<file path="src/rtl/ssd_scan_ctrl.sv">
// ssd_scan_ctrl
// Double-buffered scan controller for common-anode 7-segment displays.
// Values are staged on a load strobe and copied into the display
// registers only at a frame boundary, so a scan never mixes two updates.
//
// Parameters:
//   DIGITS   number of scanned digits (2..8), digit 0 is rightmost
//   DIV_W    prescaler width, each digit slot lasts 2^DIV_W clocks (>= 3)
//   BLINK_W  blink counter width in frames (blink build only)
//
// Ports:
//   clk, rst_n          clock, asynchronous active-low reset
//   load                strobe capturing vals/dp_in/blink_mask into staging
//   vals[4*DIGITS]      hex value per digit, digit i at [4i+3:4i]
//   dp_in[DIGITS]       decimal point per digit, 1 = lit
//   blink_mask[DIGITS]  1 = digit blinks (blink build only)
//   lz_blank            live: suppress leading zeros
//   bright[3]           live: on-time is (bright+1)/8 of each slot
//   seg[7]              {g,f,e,d,c,b,a}, active low, registered
//   dp                  decimal point, active low, registered
//   an[DIGITS]          anode enables, active low one-hot, registered
//   pending             staged data waits for commit
//   frame_done          one-cycle pulse after each full scan
//
// Build option: define SSD_BLINK_EN to build the per-digit blink feature.

module ssd_scan_ctrl #(
  parameter int DIGITS  = 4,
  parameter int DIV_W   = 16,
  parameter int BLINK_W = 6
) (
  input  logic                  clk,
  input  logic                  rst_n,
  input  logic                  load,
  input  logic [4*DIGITS-1:0]   vals,
  input  logic [DIGITS-1:0]     dp_in,
  input  logic [DIGITS-1:0]     blink_mask,
  input  logic                  lz_blank,
  input  logic [2:0]            bright,
  output logic [6:0]            seg,
  output logic                  dp,
  output logic [DIGITS-1:0]     an,
  output logic                  pending,
  output logic                  frame_done
);

  localparam int IDX_W = $clog2(DIGITS);
  localparam logic [IDX_W-1:0] LAST_IDX = IDX_W'(DIGITS - 1);

  logic [DIV_W-1:0]        pre_q, pre_d;
  logic [IDX_W-1:0]        idx_q, idx_d;
  logic [DIGITS-1:0][3:0]  stg_vals_q, stg_vals_d, disp_vals_q, disp_vals_d;
  logic [DIGITS-1:0]       stg_dp_q, stg_dp_d, disp_dp_q, disp_dp_d;
  logic                    pending_q, pending_d;
  logic                    frame_done_q, frame_done_d;
  logic [6:0]              seg_q, seg_d;
  logic                    dp_q, dp_d;
  logic [DIGITS-1:0]       an_q, an_d;

  logic                    slot_end, boundary, commit, pwm_on, blink_off, digit_blank;
  logic [DIGITS-1:0]       digit_zero, lz_hide;

  assign slot_end = &pre_q;
  assign boundary = slot_end && (idx_q == LAST_IDX);
  assign commit   = boundary && pending_q;
  // Top three prescaler bits form an 8-step PWM ramp within each slot.
  assign pwm_on   = (pre_q[DIV_W-1 -: 3] <= bright);

  for (genvar gi = 0; gi < DIGITS; gi++) begin : g_zero
    assign digit_zero[gi] = (disp_vals_q[gi] == 4'h0);
  end

  // Digit k is a leading zero when it and every digit above it are zero.
  // Digit 0 always shows, so a value of zero still displays "0".
  always_comb begin
    logic all_zero;
    all_zero = 1'b1;
    lz_hide  = '0;
    for (int k = DIGITS - 1; k >= 1; k--) begin
      all_zero   = all_zero && digit_zero[k];
      lz_hide[k] = lz_blank && all_zero;
    end
  end

`ifdef SSD_BLINK_EN
  logic [BLINK_W-1:0] blink_cnt_q, blink_cnt_d;
  logic [DIGITS-1:0]  stg_blink_q, stg_blink_d, disp_blink_q, disp_blink_d;

  assign blink_cnt_d  = boundary ? blink_cnt_q + 1'b1 : blink_cnt_q;
  assign stg_blink_d  = load ? blink_mask : stg_blink_q;
  assign disp_blink_d = commit ? stg_blink_q : disp_blink_q;
  assign blink_off    = blink_cnt_q[BLINK_W-1] && disp_blink_q[idx_q];
`else
  logic unused_blink;
  localparam int UNUSED_BLINK_W = BLINK_W;
  assign unused_blink = ^blink_mask;
  assign blink_off    = 1'b0;
`endif

  function automatic logic [6:0] seg_decode(input logic [3:0] v);
    case (v)
      4'h0: seg_decode = 7'b1000000;
      4'h1: seg_decode = 7'b1111001;
      4'h2: seg_decode = 7'b0100100;
      4'h3: seg_decode = 7'b0110000;
      4'h4: seg_decode = 7'b0011001;
      4'h5: seg_decode = 7'b0010010;
      4'h6: seg_decode = 7'b0000010;
      4'h7: seg_decode = 7'b1111000;
      4'h8: seg_decode = 7'b0000000;
      4'h9: seg_decode = 7'b0010000;
      4'hA: seg_decode = 7'b0001000;
      4'hB: seg_decode = 7'b0000011;
      4'hC: seg_decode = 7'b1000110;
      4'hD: seg_decode = 7'b0100001;
      4'hE: seg_decode = 7'b0000110;
      default: seg_decode = 7'b0001110;
    endcase
  endfunction

  always_comb begin
    pre_d = pre_q + 1'b1;
    idx_d = idx_q;
    if (slot_end) begin
      idx_d = (idx_q == LAST_IDX) ? '0 : idx_q + 1'b1;
    end

    // Staging takes a new load even on the commit edge; display then
    // receives the previously staged data and pending stays set.
    stg_vals_d   = load ? vals : stg_vals_q;
    stg_dp_d     = load ? dp_in : stg_dp_q;
    disp_vals_d  = commit ? stg_vals_q : disp_vals_q;
    disp_dp_d    = commit ? stg_dp_q : disp_dp_q;
    pending_d    = load || (pending_q && !boundary);
    frame_done_d = boundary;

    digit_blank = lz_hide[idx_q] || blink_off || !pwm_on;
    if (digit_blank) begin
      seg_d = 7'h7f;
      dp_d  = 1'b1;
      an_d  = '1;
    end else begin
      seg_d = seg_decode(disp_vals_q[idx_q]);
      dp_d  = ~disp_dp_q[idx_q];
      an_d  = ~(DIGITS'(1) << idx_q);
    end
  end

  always_ff @(posedge clk or negedge rst_n) begin
    if (!rst_n) begin
      pre_q        <= '0;
      idx_q        <= '0;
      stg_vals_q   <= '0;
      stg_dp_q     <= '0;
      disp_vals_q  <= '0;
      disp_dp_q    <= '0;
      pending_q    <= 1'b0;
      frame_done_q <= 1'b0;
      seg_q        <= 7'h7f;
      dp_q         <= 1'b1;
      an_q         <= '1;
`ifdef SSD_BLINK_EN
      blink_cnt_q  <= '0;
      stg_blink_q  <= '0;
      disp_blink_q <= '0;
`endif
    end else begin
      pre_q        <= pre_d;
      idx_q        <= idx_d;
      stg_vals_q   <= stg_vals_d;
      stg_dp_q     <= stg_dp_d;
      disp_vals_q  <= disp_vals_d;
      disp_dp_q    <= disp_dp_d;
      pending_q    <= pending_d;
      frame_done_q <= frame_done_d;
      seg_q        <= seg_d;
      dp_q         <= dp_d;
      an_q         <= an_d;
`ifdef SSD_BLINK_EN
      blink_cnt_q  <= blink_cnt_d;
      stg_blink_q  <= stg_blink_d;
      disp_blink_q <= disp_blink_d;
`endif
    end
  end

  assign seg        = seg_q;
  assign dp         = dp_q;
  assign an         = an_q;
  assign pending    = pending_q;
  assign frame_done = frame_done_q;

endmodule

</file>
<file path="config.mk">
export PLATFORM = sky130hd
export DESIGN_NAME = ssd_scan_ctrl
export DESIGN_NICKNAME = d
export VERILOG_FILES = /design/src/rtl/ssd_scan_ctrl.sv
export SDC_FILE = /design/constraint.sdc
export NUM_CORES = 1
export LEC_CHECK = 0
export BUFFER_PORTS_ARGS = -buffer_cell sky130_fd_sc_hd__buf_4
export CAP_MARGIN = 20
export CELL_PAD_IN_SITES_DETAIL_PLACEMENT = 0
export CELL_PAD_IN_SITES_GLOBAL_PLACEMENT = 1
export CORE_MARGIN = 2
export CORE_UTILIZATION = 47
export CTS_CLUSTER_DIAMETER = 200
export DETAILED_ROUTE_END_ITERATION = 16
export PLACE_DENSITY_LB_ADDON = 0.15
export REMOVE_ABC_BUFFERS = 1
export SLEW_MARGIN = 10
export SYNTH_ARGS = -nofsm -noshare
export SYNTH_HDL_FRONTEND = slang
export SYNTH_SLANG_ARGS = --single-unit
export TNS_END_PERCENT = 1
</file>
<file path="constraint.sdc">
create_clock -name clk -period 2.4 [get_ports clk]
set_clock_uncertainty 0.05 [all_clocks]
set_input_delay 0.36 -clock clk [delete_from_list [all_inputs] [get_ports clk]]
set_output_delay 0.36 -clock clk [all_outputs]
set_load 0.02 [all_outputs]
</file>
# Word level (Yosys, flattened, before mapping)
# Memory sizes are Yosys's and may differ from the RTL's.
# Index checks and enable logic that the tools add are counted.
dict set report word_totals {
  ff_bits 72
  memories 1
  rom_bits 112
}
dict set report classes {
  add_sub_neg 2
  shifts 1
  bitwise_logic 2
  reduce_logical 16
  mux 10
  order_cmp 2
  eq_ne 1
}
# name words word_bits read_ports rd_ports_with_merged_regs wr line_no
set memory_table {}
lappend memory_table {{(name not given)} 16 7 1 0 0 101} ;# case (v)
# operator count
set ops {}
lappend ops {{$add 16x1->16 const B} 1}
lappend ops {{$reduce_and 16->1} 1}
lappend ops {{$logic_not 4->1} 3}
lappend ops {{$bmux 4 s2} 1}
lappend ops {{$logic_and 1x1->1} 8}
lappend ops {{$mux 4} 2}
lappend ops {{$mux 7} 1}
lappend ops {{$bmux 1 s2} 2}
lappend ops {{$not 4->4} 1}
lappend ops {{$shl 1x2->4 const A} 1}
lappend ops {{$le 3x3->1} 1}
lappend ops {{$lt 2x3->1 const B} 1}
lappend ops {{$mux 1} 3}
lappend ops {{$add 2x1->2 const B} 1}
lappend ops {{$eq 2x2->1 const B} 1}
lappend ops {{$logic_not 1->1} 2}
lappend ops {{$logic_or 1x1->1} 2}
lappend ops {{$mux 2} 1}
lappend ops {{$not 1->1} 1}

# Longest topological paths before layout
# Gate-level depths: netlist (run 1).
dict set report logic_depth {
  word_depth 8
  ltp_mapped 9
}

# Worst setup path after synthesis (run 1)
# Ideal clock, no wire load.
dict set report synth_path {
  path_type {reg2reg}
  startpoint {register idx_q[1]}
  endpoint {register seg_q[0], in the netlist seg[0]}
  path_stages_with_launch 9
  arrival_time_ps 2053
  synth_period_minus_slack_ps 2201
  required_ps 2252
  path_slack_ps 199
  setup_time_ps 98
  cell_sequence {dfrtp_1 -> clkbuf_1 -> buf_1 -> mux4_2 -> inv_1 -> ha_1 -> a2111oi_0 -> a21o_1 -> o21ai_0}
}
dict set report synth_via {
  elab_chain_cells 4
}
# element line_no
set synth_rtl {}
lappend synth_rtl {{from (decl)} 51} ;# logic [IDX_W-1:0] idx_q, idx_d;
lappend synth_rtl {{from (signal assigned)} 169} ;# idx_q <= idx_d;
lappend synth_rtl {{$bmux 4 s2 or $bmux 1 s2 (tied branches)} {143, 137}}
lappend synth_rtl {{$mux 4 (implied by the code) or $mux 1 (tied branches)} {143, 137}}
lappend synth_rtl {{$mem_v2 16x7 or $logic_or 1x1->1 (tied branches)} n/a}
lappend synth_rtl {{$mux 7 *} 138} ;# if (digit_blank) begin
lappend synth_rtl {{named net seg_d[0]} 56} ;# logic [6:0] seg_q, seg_d;
lappend synth_rtl {{to (signal assigned)} 176} ;# seg_q <= seg_d;
lappend synth_rtl {{to (decl)} 56}
# The timed path passes the listed nets; every way through them passes the cells marked *. The select of a mux whose other input is x is not followed.
# A chain may end at the register's enable or synchronous reset.

# Final worst setup path (run 1)
dict set report layout_path {
  startpoint {register pre_q[0]}
  endpoint {register disp_vals_q[6] in the netlist's numbering}
}
dict set report layout_via {
  elab_chain_cells 3
}
# element line_no
set layout_rtl {}
lappend layout_rtl {{from (decl)} 50} ;# logic [DIV_W-1:0] pre_q, pre_d;
lappend layout_rtl {{from (signal assigned)} 168} ;# pre_q <= pre_d;
lappend layout_rtl {{$reduce_and 16->1} 63} ;# assign slot_end = &pre_q;
lappend layout_rtl {{$logic_and 1x1->1} 64} ;# assign boundary = slot_end && (idx_q == LAST_IDX);
lappend layout_rtl {{$logic_and 1x1->1} 65} ;# assign commit = boundary && pending_q;
lappend layout_rtl {{to (signal assigned)} 172} ;# disp_vals_q <= disp_vals_d;
lappend layout_rtl {{to (decl)} 52} ;# logic [DIGITS-1:0][3:0] stg_vals_q, stg_vals_d, disp_vals_q, disp_vals_d;
# Every way passes these cells.

==> results of run 1 <==
## layer usage
metal | part of all wire | vias to the layer above
li1 | - | 1005
met1 | 0.48 | 996
met2 | 0.46 | 46
met3 | 0.052 | 7
met4 | 0.014 | 0
met5 | 0 | -
## area by class of cell
type                    count  area, µm²  area share
multi-input cells         163       1470       0.361
clock buffers              11        151      0.0372
repair buffers             45        350      0.0860
inverters                  16       60.1      0.0147
well taps                  96        120      0.0295
clock inverters             5        103      0.0252
flip-flops and latches     72       1820       0.446
## path summary, 6_finish.rpt
path / to / depth (start not counted) / start
max: disp_vals_q[6] / 7 / pre_q[0]
min: disp_dp_q[0] / 1 / rst_n
max reg2reg: disp_vals_q[6] / 7 / pre_q[0]
min reg2reg: pre_q[11] / 1 / pre_q[11]
max in group asynchronous: pre_q[14] / 1 / rst_n
min in group clk: stg_vals_q[3] / 2 / vals[3]
## registers in the layout, summed over array words and instances, names as in the netlist
name / cells
stg_dp_q: 4
seg: 7
stg_vals_q: 16
pending: 1
dp: 1
pre_q: 16
an: 4
frame_done: 1
disp_dp_q: 4
disp_vals_q: 16
idx_q: 2
## stage by stage
step | setup slack, ns | TNS (ns) | power [mW]
floorplan | -0.0867 | -1.73 | 1.34
global placement | 0.146 | 0 | 1.42
detailed placement | 0.126 | 0 | 1.42
CTS | 0.0995 | 0 | 2.62
global route | 0.00521 | 0 | 2.69
finish | 0.124 | 0 | 2.58
## kinds of logic after synthesis
family                     Yosys count
adders and majority gates           14
buffers and inverters               25
DFF                                 72
and+or+nand+nor                     59
AOI/OAI and AO/OA                   22
muxes                               52
xor gates and xnor gates            16
## report_power, final
group          total [mW]  switching (mW)  internal [mW]
clock                1.18           0.439          0.745
combinational       0.123          0.0554         0.0677
sequential           1.27          0.0183           1.26
## cells in the final DEF (no fill, tap or decap), drive strengths merged, types with 2 or more instances in the layout
| cell | netlist | final |
|---|---|---|
| mux4 | 4 | 4 |
| nor3 | 3 | 3 |
| xnor2 | 11 | 11 |
| nand4 | 3 | 3 |
| clkbuf | 6 | 11 |
| nor3b | 2 | 2 |
| inv | 16 | 16 |
| nand2 | 20 | 20 |
| mux2 | 42 | 42 |
| dfstp | 12 | 12 |
| a21oi | 2 | 2 |
| nor4 | 2 | 2 |
| bufinv | 0 | 3 |
| dfrtp | 60 | 60 |
| xor2 | 5 | 5 |
| buf | 3 | 45 |
| nor2 | 12 | 12 |
| nand3 | 11 | 11 |
| o21ai | 6 | 6 |
| ha | 14 | 14 |
| o221ai | 4 | 4 |
| mux2i | 6 | 6 |
| a31oi | 2 | 2 |
## repair_timing
item	CTS	global route
setup buffers	0	1
resized for setup	0	1
setup endpoints to repair	0	20
==> out/results.ini, run 1 <==
[global_route]
grt_max_degree = 73
use_met3 = 0.0471
antenna_found_initial = 0
grt_pass1_wl_mm = 9.90
gr-usage-met2 = 0.251
grt_overflow_total = 0
grt_pass1_vias = 2045
busiest_layer = met2
grt_usage = 0.168
gr-usage-met1 = 0.235

[placed_design]
io_buffers = 40
place.gp.congestion = 0.755
dpl.cell_count = 391
dp_hpwl_mm = 3.95
placed_cell_area_um2 = 3810

[setup_path]
worstPathMaxFanout = 20
cp.required_ns = 2.58
worstPathArrival_ns = 2.45
cp-start-kind = flop
critPathKind = reg -> reg
critPathSlowestCell = or4_4
path_cells = ha_2, inv_1, or4_4, nor3_4, nand3_2, buf_12, mux2_4
path_buf_inv = 2
cpPeakStageDelay_ns = 0.58
end_kind = flop
r2r_slack_ns = 0.12
crit_family = simple AND/OR/NAND/NOR gates

[yosys]
synthTopCellsByCount = dfrtp_1, mux2_2, mux2_4, nand2_1, inv_1
yosys.area_share.simple = 0.0896
netlist_area_um2 = 3390
synth.area.top_cells = dfrtp_1, dfstp_2, mux2_4
synth_top_family_by_area = multiplexers
ys_warn_count = 0
synthAdderAreaFrac = 0.0516
synthMuxAreaShare = 0.206
synth_top_area_cell = dfrtp_1
yosysTopAreaCellShare = 0.442
synthMostInstantiatedCell = dfrtp_1
synthArstFlopShare = 1.00
synth-seq-cells = 72
synth_edf_count = 0
synth_xor_area_frac = 0.0413
synth-compound-area-share = 0.0446
synth_seq_area_share = 0.535
syn_area_per_cell_um2 = 13.1
synth.distinct_cells = 41
synth_cells = 260
synth-main-ff-cell = dfrtp_1

[detailed_routing]
drt-vias-per-instance = 5.03
first_iter_violations = 125
drt-total-wl_mm = 5.77
drt_drc_violations_left = 0
ant_nets = 0
dr.pass1.iters = 4
num_vias = 2054
post_drt_wl_per_cell_um = 14.1

[timing]
rsz0062_at_grt = no
tightest_slew_ns = 0.873
hold_viol_final = 0
setup_violations = 0
maxSlewViolCount = 0
layout_min_cycle_time_ns = 2.28
holdWs_ns = 0.0844
period_share = 0.948
maxSlewHeadroom = 0.418
clock.fmax_ghz = 0.439

[power_and_ir_drop]
total_leakage_power_nw = 1.92
ir_drop_uv = 366
powerDensity_nw_per_um2 = 634

[finish]
final_layout_size_suffix_gt1_frac = 0.397
fin_area_um2 = 4070
post-route-util = 0.590
antenna_cells = 0
synthToLayoutAreaGrowth_pct = 20.0
fill_cells = 615
final_cells = 408
fin_nets = 352

[clock_tree]
cts-buffers-inserted = 9
clock_latency_ns = 0.34
clock_sinks = 72
h-tree-depth = 3
clockBufferDepth = 2
hold_buffers = 0
cts_tree = built
cts-root-buf = clkbuf_8
clkTransAtPathRegs_ns = 0.08

[die]
die_w_um = 89.0
die_h_um = 89.0
die_area_um2 = 7920
std_cell_rows = 30
coreArea_um2 = 6910
io_pins = 45
initial_core_util = 0.491

[job]
maxCapViolCount = 0

[outcome]
status = finished, final reports clean

[hold_path]
hp-class = in -> async

(Power assumes the default switching activity.)
==> inputs of run 2 (changes only) <==
--- a/config.mk
+++ b/config.mk
@@ -7,7 +7,7 @@
 export LEC_CHECK = 0
 export BUFFER_PORTS_ARGS = -buffer_cell sky130_fd_sc_hd__buf_4
 export CAP_MARGIN = 20
-export CELL_PAD_IN_SITES_DETAIL_PLACEMENT = 0
+export CELL_PAD_IN_SITES_DETAIL_PLACEMENT = 1
 export CELL_PAD_IN_SITES_GLOBAL_PLACEMENT = 1
 export CORE_MARGIN = 2
 export CORE_UTILIZATION = 47
==> run 2 against run 1 <==
  * Die area unchanged
  * Sequential share of layout area up 0.19 points
  * Flip-flop and latch count unchanged
  * Via count up 2.8%
  * Count of clock-buffer cells in the layout down 2
  * Utilization down 0.25 points
  * Maximum frequency down 1.3%
  * Critical endpoint unchanged
  * Register-to-register slack worse by 0.03 ns
  * Routed wire length up 13%
  * Total power down 1.2%
==> out/results.ini, run 2 (synthesis gave the netlist of run 1 again) <==
[outcome]
status = finished, final reports clean

[detailed_routing]
first_iter_violations = 99  ; -21%
drt-total-wl_mm = 6.54  ; +13%
drt-vias-per-instance = 5.19  ; +3.0%
post_drt_wl_per_cell_um = 16.1  ; +14%
drt_drc_violations_left = 0  ; unchanged
ant_nets = 0  ; unchanged
num_vias = 2111  ; +2.8%
dr.pass1.iters = 4  ; unchanged

[setup_path]
worstPathMaxFanout = 20  ; unchanged
reg2regPathDepth = 7  ; unchanged
critPathSlowestCell = or4_4
cpPeakStageDelay_ns = 0.59  ; about the same
critPathKind = reg -> reg
cp.depth = 7  ; unchanged
cp-start-kind = flop
path_buf_inv = 2  ; unchanged
path_cells = ha_2, inv_1, or4_4, nor3_4, nand3_2, buf_12, mux2_4
end_kind = flop
cp.required_ns = 2.58  ; about the same
worstPathArrival_ns = 2.48  ; +0.03 ns
crit_family = simple AND/OR/NAND/NOR gates

[timing]
setup-tns-final_ns = 0  ; unchanged
clock.fmax_ghz = 0.434  ; -1.3%
maxSlewHeadroom = 0.405  ; -0.0130
setup_violations = 0  ; unchanged
layout_min_cycle_time_ns = 2.31  ; +0.0293 ns
holdWs_ns = 0.0768  ; -0.00761 ns
maxSlewViolCount = 0  ; unchanged
hold_viol_final = 0  ; unchanged
tightest_slew_ns = 0.893  ; +0.0195 ns
period_share = 0.961  ; +0.0122
rsz0062_at_grt = no

[power_and_ir_drop]
ir_drop_uv = 402  ; +9.8%
p_int_mw = 2.01  ; -2.6%
total_leakage_power_nw = 1.91  ; -0.60%
powerDensity_nw_per_um2 = 629  ; -0.79%
p_clk_frac = 0.452  ; -0.007
pwr-share-seq = 0.500  ; +0.007
p_sw_mw = 0.536  ; +4.5%
p_total_mw = 2.55  ; -1.2%
power_frac_comb = 0.049  ; about the same
p_sw_frac = 0.210  ; +0.0114

[finish]
reg_top3 = disp_vals_q: 16 flops, pre_q: 16 flops, stg_vals_q: 16 flops
final_cell_mix = dfrtp_1, buf_4, mux2_2
final_cells = 407  ; -0.25%
final_layout_size_suffix_gt1_frac = 0.395  ; -0.00194
final_common_cell = dfrtp_1
fin_nets = 351  ; -0.28%
synthToLayoutAreaGrowth_pct = 19.5
antenna_cells = 0  ; unchanged
fill_cells = 728  ; +18%
fin_area_um2 = 4060  ; -0.43%

[placed_design]
place.gp.congestion = 0.755  ; unchanged
dp_hpwl_mm = 4.47  ; +13%
placed_cell_area_um2 = 3810  ; unchanged
io_buffers = 40  ; unchanged
dpl.cell_count = 391  ; unchanged

[clock_tree]
clkTransAtPathRegs_ns = 0.08  ; about the same
cts-buffers-inserted = 9  ; unchanged
clock_sinks = 72  ; unchanged
cts_setup_buffers = 0  ; unchanged
clockBufferDepth = 2  ; unchanged
h-tree-depth = 3  ; unchanged
cts_tree = built
cts-root-buf = clkbuf_8
clock_latency_ns = 0.34  ; about the same
hold_buffers = 0  ; unchanged
cts-resized-gates = 0  ; unchanged

[die]
coreArea_um2 = 6910  ; unchanged
initial_core_util = 0.491  ; unchanged
die_w_um = 89.0  ; unchanged
std_cell_rows = 30  ; unchanged
die_h_um = 89.0  ; unchanged
io_pins = 45  ; unchanged
die_area_um2 = 7920  ; unchanged

[global_route]
grt_overflow_total = 0  ; unchanged
antenna_found_initial = 0  ; unchanged
grt_pass1_vias = 2177  ; +6.5%
grt_pass1_wl_mm = 10.8  ; +9.0%
grt_max_degree = 73  ; unchanged
grt_usage = 0.183  ; +0.0150

[hold_path]
hp-class = in -> async

[job]
maxCapViolCount = 0  ; unchanged

run 2: final cells by class:
class	instances	area (µm²)	area share
clock inverter	7	120	0.0296
multi-input combinational	163	1470	0.363
inverter	16	60.1	0.0148
clock buffer	9	124	0.0305
sequential	72	1820	0.448
timing repair buffer	44	343	0.0845
tap	96	120	0.0296
run 2: metal layers:
metal  share of wire  track usage
met1            0.48        0.248
met2            0.48        0.286
met3           0.027       0.0388
met4           0.018       0.0773
met5               0            0
run 2: final timing paths:
check	start	to	slack, ns
min	rst_n	stg_dp_q[1]	0.08
max in group asynchronous	rst_n	disp_vals_q[10]	1.63
min reg2reg	pre_q[0]	pre_q[0]	0.44
max	pre_q[0]	disp_vals_q[6]	0.09
max reg2reg	pre_q[0]	disp_vals_q[6]	0.09
min in group clk	vals[3]	stg_vals_q[3]	0.19
run 2: stage by stage:
| step | utilization | setup WS, ns |
|---|---|---|
| 6_report | 0.587 | 0.0943 |
| 5_1_grt | 0.587 | 0.00240 |
| 4_1_cts | 0.587 | 0.0339 |
| 3_5_place_dp | 0.551 | 0.0956 |
| 3_3_place_gp | 0.551 | 0.146 |
| 2_1_floorplan | - | -0.0867 |
run 2: power by group through the flow:
stage | Combinational (mW) | Sequential [mW] | Clock [mW]
after floorplan | 0.0446 | 1.30 | 0
after global placement | 0.124 | 1.30 | 0
after detailed placement | 0.128 | 1.30 | 0
after CTS | 0.128 | 1.27 | 1.19
after global routing | 0.138 | 1.28 | 1.24
final | 0.124 | 1.27 | 1.15
==> inputs of run 3 (changes only) <==
--- a/config.mk
+++ b/config.mk
@@ -5,14 +5,14 @@
 export SDC_FILE = /design/constraint.sdc
 export NUM_CORES = 1
 export LEC_CHECK = 0
-export BUFFER_PORTS_ARGS = -buffer_cell sky130_fd_sc_hd__buf_4
 export CAP_MARGIN = 20
 export CELL_PAD_IN_SITES_DETAIL_PLACEMENT = 1
 export CELL_PAD_IN_SITES_GLOBAL_PLACEMENT = 1
 export CORE_MARGIN = 2
-export CORE_UTILIZATION = 47
+export CORE_UTILIZATION = 51
 export CTS_CLUSTER_DIAMETER = 200
 export DETAILED_ROUTE_END_ITERATION = 16
+export DONT_BUFFER_PORTS = 1
 export PLACE_DENSITY_LB_ADDON = 0.15
 export REMOVE_ABC_BUFFERS = 1
 export SLEW_MARGIN = 10
==> run 3 against run 2 <==
  * Final area decreased by 6.8%
  * Non-clock buffer count down 35
  * Critical path depth did not move
  * Sequential share of layout area is 3.3 points higher
  * Hold slack gained 0.0072 ns
  * Setup slack better by 0.012 ns
  * Via count down 2.9%
  * Cell count decreased by 13%
  * Sequential power is essentially flat
  * Total power down 3.7%
  * Critical endpoint is now disp_vals_q[10]
==> out/results.ini, run 3 (synthesis gave the netlist of run 1 again) <==
[outcome]
status = finished, final reports clean

[finish]
antenna_cells = 0  ; unchanged
final_cell_mix = dfrtp_1, mux2_2, nand2_1, mux2_4, inv_1
reg_top3 = disp_vals_q: 16 flops, pre_q: 16 flops, stg_vals_q: 16 flops
fin_nets = 316  ; -10%
synthToLayoutAreaGrowth_pct = 11.3
final_common_cell = dfrtp_1
final_layout_size_suffix_gt1_frac = 0.312  ; -0.0839

[die]
die_area_um2 = 7320  ; -7.5%
initial_core_util = 0.532  ; +0.0401
io_pins = 45  ; unchanged
std_cell_rows = 29  ; -3.3%
die_h_um = 85.6  ; -3.8%
coreArea_um2 = 6390  ; -7.5%
die_w_um = 85.6  ; -3.8%

[timing]
maxSlewHeadroom = 0.730  ; +0.326
setup-tns-final_ns = 0  ; unchanged
rsz0062_at_grt = no
hold_viol_final = 0  ; unchanged
maxSlewViolCount = 0  ; unchanged
tightest_slew_ns = 0.399  ; -0.494 ns
setup_slack_ns = 0.106  ; +0.0117 ns
holdWs_ns = 0.0840  ; +0.00724 ns
layout_min_cycle_time_ns = 2.29  ; -0.0117 ns
clock.fmax_ghz = 0.436  ; +0.51%
setup_violations = 0  ; unchanged
period_share = 0.956  ; -0.00488

[setup_path]
worstPathArrival_ns = 2.47  ; about the same
critPathKind = reg -> reg
reg2regPathDepth = 7  ; unchanged
regToRegStartpoint = pre_q[1]
r2r_slack_ns = 0.11  ; about the same
cp.required_ns = 2.58  ; about the same
end_kind = flop
worstPathMaxFanout = 20  ; unchanged
worstReg2RegEnd = disp_vals_q[10]
cp-start-kind = flop

[clock_tree]
clockBufferDepth = 2  ; unchanged
clock_sinks = 72  ; unchanged
h-tree-depth = 3  ; unchanged
clock_latency_ns = 0.34  ; about the same
cts_tree = built
cts-root-buf = clkbuf_8
cts-buffers-inserted = 9  ; unchanged
clkTransAtPathRegs_ns = 0.08  ; about the same

[detailed_routing]
post_drt_wl_per_cell_um = 18.1  ; +13%
first_iter_violations = 122  ; +23%
drt-vias-per-instance = 5.80  ; +12%
ant_nets = 0  ; unchanged
num_vias = 2049  ; -2.9%
drt_drc_violations_left = 0  ; unchanged
dr.pass1.iters = 4  ; unchanged
drt-total-wl_mm = 6.39  ; -2.4%

[job]
maxCapViolCount = 0  ; unchanged

[global_route]
antenna_found_initial = 0  ; unchanged
grt_overflow_total = 0  ; unchanged
grt_pass1_wl_mm = 11.0  ; +2.1%
grt_pass1_vias = 2208  ; +1.4%
grt_usage = 0.197  ; +0.0141
grt_max_degree = 73  ; unchanged

[hold_path]
hold_depth = 1
hold-path-endpoint = pending
hold_start = load
hp-class = in -> reg

[power_and_ir_drop]
total_leakage_power_nw = 1.74  ; -8.8%
powerDensity_nw_per_um2 = 650  ; +3.3%
ir_drop_uv = 417  ; +3.7%
p_total_mw = 2.45  ; -3.7%

[placed_design]
dp_hpwl_mm = 4.43  ; -0.92%
io_buffers = 0  ; -100%
dp_slack_ns = 0.0460  ; -0.0496 ns
place.gp.congestion = 0.721  ; -4.5%

[run 3: cell types whose count changed in the layout (fill, tap and decap cells not counted), sizes merged]
cell,change
buf,-36
bufinv,-1
clkbuf,+3
clkinv,-2
dlygate4sd3,+1
[run 3: stage by stage]
step	cell area [µm²]	util	cells
final	3780	0.592	353
after global routing	3780	0.592	353
after CTS	3760	0.589	351
after detailed placement	3490	0.547	333
after global placement	3490	0.547	333
after floorplan	3350	-	251
[run 3: repair_timing]
item | in CTS | in global routing
gates resized for setup | 0 | 1
hold buffers | 2 | 0
setup buffers | 0 | 2
setup endpoints to repair | 0 | 20
hold endpoints to repair | 72 | 0
[run 3: worst max path at each step]
stage	to	from	depth (start not counted)
final	disp_vals_q[10]	pre_q[1]	7
after detailed placement	disp_vals_q[10]	pre_q[0]	7
after floorplan	disp_dp_q[0]	pre_q[0]	6
after CTS	disp_vals_q[10]	pre_q[0]	7
after global routing	disp_vals_q[10]	pre_q[1]	7
after global placement	disp_vals_q[0]	pre_q[0]	7
[run 3: final cells by class]
type	instances	area [µm²]
fill	619	2610
multi-input combinational	163	1470
clock inverter	4	76.3
clock buffer	12	155
sequential	72	1820
timing repair buffer	9	103
tap	77	96.3
inverter	16	60.1
[run 3: worst max-delay path, cell delays in order, from the launching register on]
cell     delay, ns
dfrtp_1       0.37
ha_2          0.21
inv_1         0.08
or4_4         0.59
nor3_4        0.24
nand3_2       0.12
buf_12        0.19
mux2_4        0.31
[run 3: power by group]
part / total [mW] / switching, mW / internal, mW
combinational: 0.0797 / 0.0375 / 0.0423
sequential: 1.28 / 0.0262 / 1.26
clock: 1.09 / 0.449 / 0.644
[run 3: routing by layer]
layer,GRT usage,wire length [µm],vias to the layer above
li1,-,-,939
met1,0.249,2870,1061
met2,0.331,3210,41
met3,0.0510,218,8
met4,0.0649,85,0
met5,0,0,-
